<file path="config.mk">
export PLATFORM = sky130hd
export DESIGN_NAME = hazard_detection_unit
export DESIGN_NICKNAME = d
export VERILOG_FILES = /design/src/rtl/hazard_detection_unit.sv
export SDC_FILE = /design/constraint.sdc
export NUM_CORES = 1
export LEC_CHECK = 0
export CORE_MARGIN = 2
export CORE_UTILIZATION = 44
export CTS_BUF_LIST = sky130_fd_sc_hd__clkbuf_4
export CTS_CLUSTER_DIAMETER = 60
export DETAILED_ROUTE_END_ITERATION = 10
export GPL_TIMING_DRIVEN = 0
export PLACE_DENSITY = 0.92
export SETUP_SLACK_MARGIN = 0.4
export SLEW_MARGIN = 40
export SYNTH_ARGS = -nofsm -noshare
export SYNTH_HDL_FRONTEND = slang
export SYNTH_SLANG_ARGS = --single-unit
</file>
<file path="constraint.sdc">
create_clock -name clk -period 5.89 [get_ports clk]
set_input_delay 0.8835 -clock clk [delete_from_list [all_inputs] [get_ports clk]]
set_output_delay 0.8835 -clock clk [all_outputs]
set_load 0.005 [all_outputs]
</file>
<file path="src/rtl/hazard_detection_unit.sv">
// ============================================================================
// hazard_detection_unit
// ----------------------------------------------------------------------------
// Stall/flush controller for the 5-stage pipeline. It sits in ID, next to the
// register file and branch resolution, and handles the hazards that EX-stage
// bypassing cannot: load-use, BR target reads in ID, and B reading flags that
// are still being produced in EX. It also sequences the HLT drain and flags
// stall runs that last too long.
//
// Optional feature macro: HAZARD_STATS_EN
//   When defined, adds the stall_cycles / flush_count statistics outputs.
//   When undefined, those ports and counters do not exist.
//
// Ports
//   clk, rst           rising-edge clock, asynchronous active-high reset
//   IF_ID_*            decoded fields of the instruction in ID
//   branch_taken       branch in ID resolved taken (meaningful only unstalled)
//   ID_EX_*            producer in EX (dest, RegWrite, MemRead, setsFlags)
//   EX_MEM_*           producer in MEM (dest, RegWrite)
//   PC_write           1 = PC may update
//   IF_ID_write        1 = IF/ID may load
//   IF_ID_flush        1 = IF/ID loads a NOP on the next edge
//   ID_EX_flush        1 = ID/EX loads a bubble on the next edge
//   halted             sticky, registered: pipeline drained after HLT
//   stall_err          sticky, registered: stall run reached MAX_STALL
//   dbg_state          current FSM state (0 = RUN, 1 = DRAIN, 2 = HALTED)
//   stall_cycles       (HAZARD_STATS_EN) saturating count of RUN stall cycles
//   flush_count        (HAZARD_STATS_EN) saturating count of IF_ID_flush cycles
//
// Control outputs are combinational from state + inputs (zero latency).
// Handshake note: there is no valid/ready pair here; PC_write/IF_ID_write act
// as the "ready" of the front end and are sampled by the pipeline registers
// on the same rising edge they are presented.
// ============================================================================
module hazard_detection_unit #(
    parameter int DRAIN_CYCLES = 3,   // must be >= 1
    parameter int MAX_STALL    = 7,
    parameter int STAT_W       = 16
) (
    input  logic             clk,
    input  logic             rst,
    input  logic [3:0]       IF_ID_Rs,
    input  logic [3:0]       IF_ID_Rt,
    input  logic             IF_ID_usesRs,
    input  logic             IF_ID_usesRt,
    input  logic             IF_ID_isBR,
    input  logic             IF_ID_isB,
    input  logic             IF_ID_isHLT,
    input  logic             branch_taken,
    input  logic [3:0]       ID_EX_Rd,
    input  logic             ID_EX_RegWrite,
    input  logic             ID_EX_MemRead,
    input  logic             ID_EX_setsFlags,
    input  logic [3:0]       EX_MEM_Rd,
    input  logic             EX_MEM_RegWrite,
    output logic             PC_write,
    output logic             IF_ID_write,
    output logic             IF_ID_flush,
    output logic             ID_EX_flush,
    output logic             halted,
    output logic             stall_err,
    output logic [1:0]       dbg_state
`ifdef HAZARD_STATS_EN
    ,
    output logic [STAT_W-1:0] stall_cycles,
    output logic [STAT_W-1:0] flush_count
`endif
);

    // Stall-run counter is at least 3 bits and wide enough to hold MAX_STALL.
    localparam int RUN_W_RAW = $clog2(MAX_STALL + 1);
    localparam int RUN_W     = (RUN_W_RAW < 3) ? 3 : RUN_W_RAW;
    localparam int DRAIN_W   = (DRAIN_CYCLES > 1) ? $clog2(DRAIN_CYCLES) : 1;

    typedef enum logic [1:0] {
        ST_RUN    = 2'd0,
        ST_DRAIN  = 2'd1,
        ST_HALTED = 2'd2
    } state_t;

    state_t             r_state;
    logic [DRAIN_W-1:0] r_drain_cnt;
    logic [RUN_W-1:0]   r_stall_run;
    logic               r_halted;
    logic               r_stall_err;

    logic w_rs_nz;
    logic w_rt_nz;
    logic w_loaduse;
    logic w_brdep;
    logic w_flagdep;
    logic w_stall;
    logic w_run_stall;

    // Register 0 is hard-wired zero, so a source of r0 never depends on anyone.
    assign w_rs_nz = |IF_ID_Rs;
    assign w_rt_nz = |IF_ID_Rt;

    assign w_loaduse = ID_EX_MemRead &
                       ((IF_ID_usesRs & w_rs_nz & (ID_EX_Rd == IF_ID_Rs)) |
                        (IF_ID_usesRt & w_rt_nz & (ID_EX_Rd == IF_ID_Rt)));

    // BR reads its target in ID where no bypass exists, so any in-flight
    // writer of Rs (EX or MEM) must retire first.
    assign w_brdep = IF_ID_isBR & w_rs_nz &
                     ((ID_EX_RegWrite  & (ID_EX_Rd  == IF_ID_Rs)) |
                      (EX_MEM_RegWrite & (EX_MEM_Rd == IF_ID_Rs)));

    assign w_flagdep = IF_ID_isB & ID_EX_setsFlags;

    assign w_stall     = w_loaduse | w_brdep | w_flagdep;
    assign w_run_stall = (r_state == ST_RUN) & w_stall;

    // Control outputs. Priority in RUN: stall > taken branch > HLT, so a
    // taken branch seen during a stall is dropped and re-evaluated later.
    always_comb begin
        PC_write    = 1'b1;
        IF_ID_write = 1'b1;
        IF_ID_flush = 1'b0;
        ID_EX_flush = 1'b0;
        case (r_state)
            ST_RUN: begin
                if (w_stall) begin
                    PC_write    = 1'b0;
                    IF_ID_write = 1'b0;
                    ID_EX_flush = 1'b1;
                end else if (branch_taken) begin
                    IF_ID_flush = 1'b1;
                end else if (IF_ID_isHLT) begin
                    // HLT itself proceeds into EX; only the front end freezes.
                    PC_write    = 1'b0;
                    IF_ID_write = 1'b0;
                end
            end
            default: begin
                // DRAIN and HALTED: front end frozen, bubbles fed behind HLT.
                PC_write    = 1'b0;
                IF_ID_write = 1'b0;
                ID_EX_flush = 1'b1;
            end
        endcase
    end

    always_ff @(posedge clk or posedge rst) begin
        if (rst) begin
            r_state     <= ST_RUN;
            r_drain_cnt <= '0;
            r_stall_run <= '0;
            r_halted    <= 1'b0;
            r_stall_err <= 1'b0;
        end else begin
            case (r_state)
                ST_RUN: begin
                    if (!w_stall && !branch_taken && IF_ID_isHLT) begin
                        r_drain_cnt <= DRAIN_W'(DRAIN_CYCLES - 1);
                        r_state     <= ST_DRAIN;
                    end
                end
                ST_DRAIN: begin
                    if (r_drain_cnt == '0) begin
                        r_state  <= ST_HALTED;
                        r_halted <= 1'b1;
                    end else begin
                        r_drain_cnt <= r_drain_cnt - DRAIN_W'(1);
                    end
                end
                ST_HALTED: begin
                    r_state <= ST_HALTED;
                end
                default: begin
                    r_state <= ST_RUN;
                end
            endcase

            // Only RUN-state stalls extend a run; anything else ends it.
            if (w_run_stall) begin
                if (r_stall_run != RUN_W'(MAX_STALL)) begin
                    r_stall_run <= r_stall_run + RUN_W'(1);
                end
                if (r_stall_run == RUN_W'(MAX_STALL - 1)) begin
                    r_stall_err <= 1'b1;
                end
            end else begin
                r_stall_run <= '0;
            end
        end
    end

    assign halted    = r_halted;
    assign stall_err = r_stall_err;
    assign dbg_state = r_state;

`ifdef HAZARD_STATS_EN
    logic [STAT_W-1:0] r_stall_cycles;
    logic [STAT_W-1:0] r_flush_count;

    always_ff @(posedge clk or posedge rst) begin
        if (rst) begin
            r_stall_cycles <= '0;
            r_flush_count  <= '0;
        end else begin
            if (w_run_stall && !(&r_stall_cycles)) begin
                r_stall_cycles <= r_stall_cycles + STAT_W'(1);
            end
            if (IF_ID_flush && !(&r_flush_count)) begin
                r_flush_count <= r_flush_count + STAT_W'(1);
            end
        end
    end

    assign stall_cycles = r_stall_cycles;
    assign flush_count  = r_flush_count;
`endif

endmodule

</file>
# --- After elaboration in Yosys (flattened, before gate mapping) ---
# Index checks and enable logic that the tools add are counted.
word_totals:
  wordCells: 63
  inputBits: 28
  register_bits: 9
  output_inout_bits: 8
op_classes:
  bitwise_logic: 15
  reduce_logical: 13
  muxes: 17
  n_addsub: 2
  eq_ne: 11
op_table:
  columns: ["operator", "count"]
  rows:
  - ["equality test 4 bit", 3]
  - ["bitwise AND 1 bit", 11]
  - ["2-to-1 mux 1 bit", 9]
  - ["2-to-1 mux 2 bit", 4]
  - ["OR reduction 4 bit", 2]
  - ["2-to-1 mux 3 bit", 2]
  - ["case mux 2 bit (3 select lines)", 1]
  - ["AND reduction 2 bit", 3]
  - ["zero test 2 bit", 2]
  - ["!= test 2 x 1 -> 1 bit, second input constant", 2]
  - ["!= test 2 bit, second input constant", 2]
  - ["bitwise OR 1 bit", 4]
  - ["case mux 2 bit (2 select lines)", 1]
  - ["adder 3 x 1 -> 3 bit, second input constant", 1]
  - ["equality test 3 bit, second input constant", 1]
  - ["!= test 3 bit, second input constant", 1]
  - ["AND reduction 3 bit", 1]
  - ["equality test 2 x 1 -> 1 bit, second input constant", 1]
  - ["equality test 2 bit, second input constant", 1]
  - ["logical AND 1 bit", 2]
  - ["zero test 1 bit", 2]
  - ["nonzero test 2 bit", 1]
  - ["subtractor 2 x 1 -> 2 bit, second input constant", 1]

# --- Depth between registers and ports, before layout ---
# Gate-level depths: netlist of the first run.
logic_depth:
  depth_word: 12
  ltp_mapped: 8
  mapped_depth_nobuf: 7

# --- Least setup slack after synthesis of the first run ---
# Ideal clock, no wire load.
synth_timing:
  kind: "input-to-output"
  start: "input IF_ID_Rs[3]"
  end: "output PC_write"
  required_ns: 5.007
  arrival_time_ns: 2.334
  setup_slack_ns: 2.673
  path_stages: 7
  cell_sequence: "or4_4 > and3_1 > a21oi_2 > and3_2 > nand2_1 > nor2_1 > buf_4"
synth_via:
  elab_chain_cells: 9
synth_rtl:
  columns: ["element", "line_no", "source"]
  rows:
  - ["start, declared", "42", "input logic [3:0] IF_ID_Rs,"]
  - ["OR reduction 4 bit", "96", "assign w_rs_nz = |IF_ID_Rs;"]
  - ["bitwise AND 1 bit (2 in series)", "100", "((IF_ID_usesRs & w_rs_nz & (ID_EX_Rd == IF_ID_Rs)) |"]
  - ["bitwise OR 1 bit", "100", null]
  - ["bitwise AND 1 bit", "99", "assign w_loaduse = ID_EX_MemRead &"]
  - ["bitwise OR 1 bit * (2 in series)", "111", "assign w_stall = w_loaduse | w_brdep | w_flagdep;"]
  - ["2-to-1 mux 1 bit * (2 in series)", null, null]
  - ["end, declared", "56", "output logic PC_write,"]
# Mark *: on every way between the ends. The rest lies on a longest branch, timed or not.

# --- Worst setup path in the final report of the first run ---
layout_timing:
  start: "input IF_ID_Rs[3]"
  end: "output PC_write"
layout_via:
  elab_chain_cells: 9
layout_rtl:
  columns: ["element", "line_no", "source"]
  rows:
  - ["OR reduction 4 bit", "96", null]
  - ["bitwise AND 1 bit (2 in series)", "100", null]
  - ["bitwise OR 1 bit", "100", null]
  - ["bitwise AND 1 bit", "99", null]
  - ["bitwise OR 1 bit * (2 in series)", "111", null]
  - ["2-to-1 mux 1 bit *", "123", "if (w_stall) begin"]
  - ["2-to-1 mux 1 bit *", "121", "case (r_state)"]
# Marked as above.

==> reports/results.txt, run 1 <==
status - complete, no violations
initial antenna violation count - 0
deepest level of the CTS H-tree - 1
post-DR wirelength/cell - 12.4 µm
first-pass GRT wire length - 2500 µm
Area Growth Syn to Fin - 54.8%
FMAX - 236 MHz
Clock transition at path regs - 70 ps
largest net degree at the start of global routing - 10
Max-cap violations - 0
crit path max-delay cell type - or4_4
clk sinks - 9
most common cell after layout, fill and taps aside - clkdlybuf4s50_1
Die H - 44.6 µm
sw frac - 35.8%
Vias per Instance - 5.30
post-synthesis net count - 114
post_cts resized - 0
relative slew slack - 77.9%
fillcell total - 122
synth unique cells - 32
Hold WC Path Type - reg -> reg
gr ovfl total - 0
CTS Buffer Depth - 2
Pre-antenna DRT Iters - 4
most frequent cells in the layout - 35 x clkdlybuf4s50_1, 9 x dfrtp_1, 8 x xor2_1, 8 x nor2_1, 7 x inv_1
Leakage Power - 0.495 nW
Vias - 716
Avg Cell Area, Syn - 9.07 µm²
nature of the critical path endpoint - primary output
Synth top area share - 31.0%
Register Area - 225 µm²
TNS Setup - 0 ps
biggest area consumer among synthesized cells - dfrtp_1
final setup violation count - 0
peak supply drop - 0.139 mV
# rows - 14
Routed Antenna Nets - 0
YS warnings - 0
CORE AREA - 1520 µm²
Cell Count, Final, Fillers Out - 135
#FFs+latches synth - 9
Cells after DPL - 131
Num CTS Buffers - 3
clk root buf - clkbuf_4
top post-synthesis cells by area - dfrtp_1 31%, ha_1 10%, xor2_1 9.7%
endpoints failing hold - 0
Clk Latency, worst-skew pair - 270 ps
share of cells above drive strength 1 - 10.9%
Psw - 0.115 mW
crit-path max cell delay - 560 ps
# hold bufs at CTS - 0
Sequential Power Share - 29.2%
Chip Width - 44.6 µm
routed wire length - 1670 µm
initial DRC count - 6
area occupied by multi-input gates - 467 µm²
unrepaired setup endpoints after global routing - no
min Tclk post-route - 4230 ps
startpoint types - input port
family with the most delay on the worst path - simple AND/OR/NAND/NOR gates
Worst-Margin Slew - 329 ps
clock network power share - 15.7%
WP data arrival - 3350 ps
final-report max-slew violation count - 0
mapped cell area - 726 µm²
P_int - 0.207 mW
I/O pin count - 36
Cell Chain, Critical Path - clkdlybuf4s50_1, or4_4, and3_1, a21oi_2, and3_2, nand2_1, nor2_1, buf_4, clkdlybuf4s50_1
Initial Util - 47.6%
DR DRC count - 0
routability cong. - 0.771
Total GRT Usage - 17.6%
Synth Instances - 80
Critical path buffers and inverters - 3
Setup Skew - 2.80 ps
crit-path most repeated cell - clkdlybuf4s50_1
vias in the first global route - 691
Required @ worst endpoint - 5010 ps
die area - 1990 µm²
I/O Buffers - 35
CP Max Fanout - 5
CTS tree - done
PD cells - 287 nW/µm²
post-synthesis sequential area ratio - 31.0%
diode count - 0
Final Cycle Share - 71.8%
Final nets - 154
Combinational Power Share - 55.1%
Setup Fix Bufs, Post-CTS - 0
CP Class - in -> out
HPWL after DPL - 1460 µm
-- logic make-up after synthesis --
group / share of synthesized area, %
AO/OA/AOI/OAI: 14.5
XOR/XNOR: 14.5
adder cells (fa/ha/maj): 10.3
buffers and inverters: 4.66
flip-flops: 31.0
multiplexers: 2.93
AND/OR/NAND/NOR: 22.1
-- layer usage --
layer  wire length [µm]  vias up  part of all wire, %  track usage, %
li1                   -      361                    -               -
met1                600      318                   36            15.3
met2                939       33                   56            36.5
met3                 98        4                  5.9            2.45
met4                 34        0                  2.0            9.70
met5                  0        -                    0               0
-- sequential cells by signal (all words and copies together), names as in the netlist --
name	cells
dbg_state	2
halted	1
r_drain_cnt	2
r_stall_run	3
stall_err	1
-- worst reg2reg max path, cell delays in order (launching register included) --
cell     delay [ps]
dfrtp_1         400
inv_1            90
ha_1            270
inv_1           100
a41oi_2         240
nor2_1           80
mux2_1          300
-- cells in the mapped netlist (all sizes together) --
cell,number
or4,1
nand2b,2
nor2,8
nand2,4
xor2,8
o221a,1
and3,4
a21oi,6
xnor2,4
buf,1
o21bai,1
nor3,1
a21o,1
o21ai,2
inv,7
nor2b,1
nor4,2
nand4,3
dfrtp,9
nand3,1
and2b,1
ha,6
or3,1
mux2i,1
o311ai,1
a31oi,1
a41oi,1
mux2,1
-- cell type report --
| class | count | area share, % |
|---|---|---|
| tap | 16 | 1.78 |
| inverter | 7 | 2.34 |
| timing repair buffer | 35 | 31.2 |
| sequential | 9 | 20.0 |
| multi-input combinational | 63 | 41.5 |
| buffer | 1 | 0.668 |
| clock inverter | 1 | 0.445 |
| clock buffer | 3 | 2.00 |
-- stage by stage --
step                total power [mW]  hold slack, ps  setup slack (ps)  utilization [%]  instance area [µm²]
floorplan                      0.191             451              2670                -                  726
global placement               0.265             438              1680             71.9                 1100
detailed placement             0.274             467              1660             71.9                 1100
CTS                            0.324             482              1650             73.7                 1120
global route                   0.345             493              1570             73.7                 1120
finish                         0.322             474              1660             73.7                 1120
-- power by group through the flow --
stage               combinational (mW)  clock, mW  sequential [mW]
floorplan                       0.0976          0           0.0933
global placement                 0.171          0           0.0940
detailed placement               0.179          0           0.0957
CTS                              0.179     0.0500           0.0945
global route                     0.194     0.0544           0.0965
finish                           0.178     0.0506           0.0941
-- worst paths after layout --
| kind | to | slack [ps] | start | depth (start not counted) |
|---|---|---|---|---|
| max reg2reg | dbg_state[1] | 4290 | dbg_state[1] | 6 |
| min in group asynchronous | halted | 870 | rst | 2 |
| max in group asynchronous | dbg_state[1] | 4770 | rst | 2 |
| min reg2reg | halted | 470 | halted | 1 |
| min | halted | 470 | halted | 1 |
| max | PC_write | 1660 | IF_ID_Rs[3] | 9 |
Note: power is estimated with default switching activity, not from simulation.
==> run 2: changes to the inputs <==
CORE_UTILIZATION = 41   (was 44)
PLACE_DENSITY = 0.86   (was 0.92)
clock period = 4.4 ns   (was 5.89 ns; I/O delays follow)
==> run 2 against run 1 <==
Effect of this change:
- die area is 6.7% higher
- clock-buffer cell count is 1 higher
- register-to-register slack worse by 1500 ps
- via count is 0.42% higher
- flip-flop and latch count stayed put
- largest power group unchanged
- critical endpoint unchanged
- routed wire length is 5.9% lower
- clock skew is 1.1 ps lower
- largest cell class unchanged
- hold slack worse by 15 ps
==> reports/results.txt, run 2 (synthesis results as in run 1) <==
post_cts resized - 0
Clk Latency, worst-skew pair - 260 ps
startpoint types - input port
relative slew slack - 73.0%
diode count - 0
final-report max-slew violation count - 0
Die H - 46.1 µm
TNS Setup - 0 ps
crit-path max cell delay - 570 ps
Total GRT Usage - 16.6%
status - complete, no violations
clk root buf - clkbuf_4
I/O pin count - 36
max FFs per register - 3
endpoints failing hold - 0
most frequent cells in the layout - 35 x clkdlybuf4s50_1, 9 x dfrtp_1, 8 x xor2_1, 8 x nor2_1, 7 x inv_1
nature of the critical path endpoint - primary output
Vias per Instance - 5.29
Required @ worst endpoint - 3740 ps
Clock transition at path regs - 60 ps
PD cells - 384 nW/µm²
Hold Slack - 459 ps
first-pass GRT wire length - 2570 µm
# rows - 15
Final nets - 154
die area - 2120 µm²
Register Area - 225 µm²
Hold WC Path Type - reg -> reg
WP data arrival - 3120 ps
CTS Buffer Depth - 2
Worst-Margin Slew - 401 ps
largest net degree at the start of global routing - 10
Routed Antenna Nets - 0
Setup Fix Bufs, Post-CTS - 0
gr ovfl total - 0
Max-cap violations - 0
post-DR wirelength/cell - 11.6 µm
# hold bufs at CTS - 0
initial DRC count - 7
Leakage Power - 0.495 nW
CORE AREA - 1690 µm²
Critical path buffers and inverters - 3
HPWL after DPL - 1380 µm
unrepaired setup endpoints after global routing - no
peak supply drop - 0.158 mV
Cell Chain, Critical Path - clkdlybuf4s50_1, or4_4, and3_1, a21oi_2, and3_2, nand2_1, nor2_1, buf_4, clkdlybuf4s50_1
share of cells above drive strength 1 - 10.9%
CTS tree - done
Final Cycle Share - 85.9%
deepest level of the CTS H-tree - 1
Chip Width - 46.1 µm
crit path max-delay cell type - or4_4
family with the most delay on the worst path - simple AND/OR/NAND/NOR gates
CP Max Fanout - 5
Setup Skew - 1.73 ps
Area Growth Syn to Fin - 55.3%
Initial Util - 43.0%
final setup violation count - 0
vias in the first global route - 703
FMAX - 265 MHz
routed wire length - 1570 µm
initial antenna violation count - 0
Num CTS Buffers - 3
Cells after DPL - 132
area occupied by multi-input gates - 467 µm²
CP Class - in -> out
routability cong. - 0.815
Vias - 719
min Tclk post-route - 3780 ps
Pre-antenna DRT Iters - 3
Reg with most FFs - r_stall_run
DR DRC count - 0
crit-path most repeated cell - clkdlybuf4s50_1
I/O Buffers - 35
clk sinks - 9
most common cell after layout, fill and taps aside - clkdlybuf4s50_1
fillcell total - 131
Cell Count, Final, Fillers Out - 136
==> run 2: power by group <==
part	internal (mW)	switching (mW)	total [mW]
Clock	0.0412	0.0296	0.0707
Combinational	0.136	0.100	0.236
Sequential	0.107	0.0192	0.126
==> run 2: layout make-up <==
class	count	area share, %
multi-input combinational	63	41.4
timing repair buffer	35	31.1
sequential	9	20.0
clock buffer	4	2.66
inverter	7	2.33
tap	17	1.89
buffer	1	0.666
==> run 2: layer usage <==
metal | track usage [%] | wire length, µm
met5 | 0 | 0
met3 | 2.35 | 83
met1 | 18.8 | 656
met4 | 8.57 | 20
met2 | 29.7 | 813
==> run 2: path summary, 6_finish.rpt <==
check,start,cells after the start,to,slack [ps]
worst min-delay path,halted,1,halted,460
max in group asynchronous,rst,2,dbg_state[1],3510
min in group asynchronous,rst,2,halted,650
worst max register to register,dbg_state[0],6,dbg_state[1],2800
worst max-delay path,IF_ID_Rs[3],9,PC_write,620
worst min register to register,halted,1,halted,460
==> run 2: through the flow <==
| step | setup WS [ps] | utilization [%] | power [mW] | area, µm² |
|---|---|---|---|---|
| floorplan | 1630 | - | 0.256 | 726 |
| global placement | 623 | 65.0 | 0.357 | 1100 |
| detailed placement | 604 | 65.0 | 0.364 | 1100 |
| CTS | 605 | 66.7 | 0.437 | 1130 |
| global route | 463 | 66.7 | 0.472 | 1130 |
| finish | 620 | 66.7 | 0.433 | 1130 |
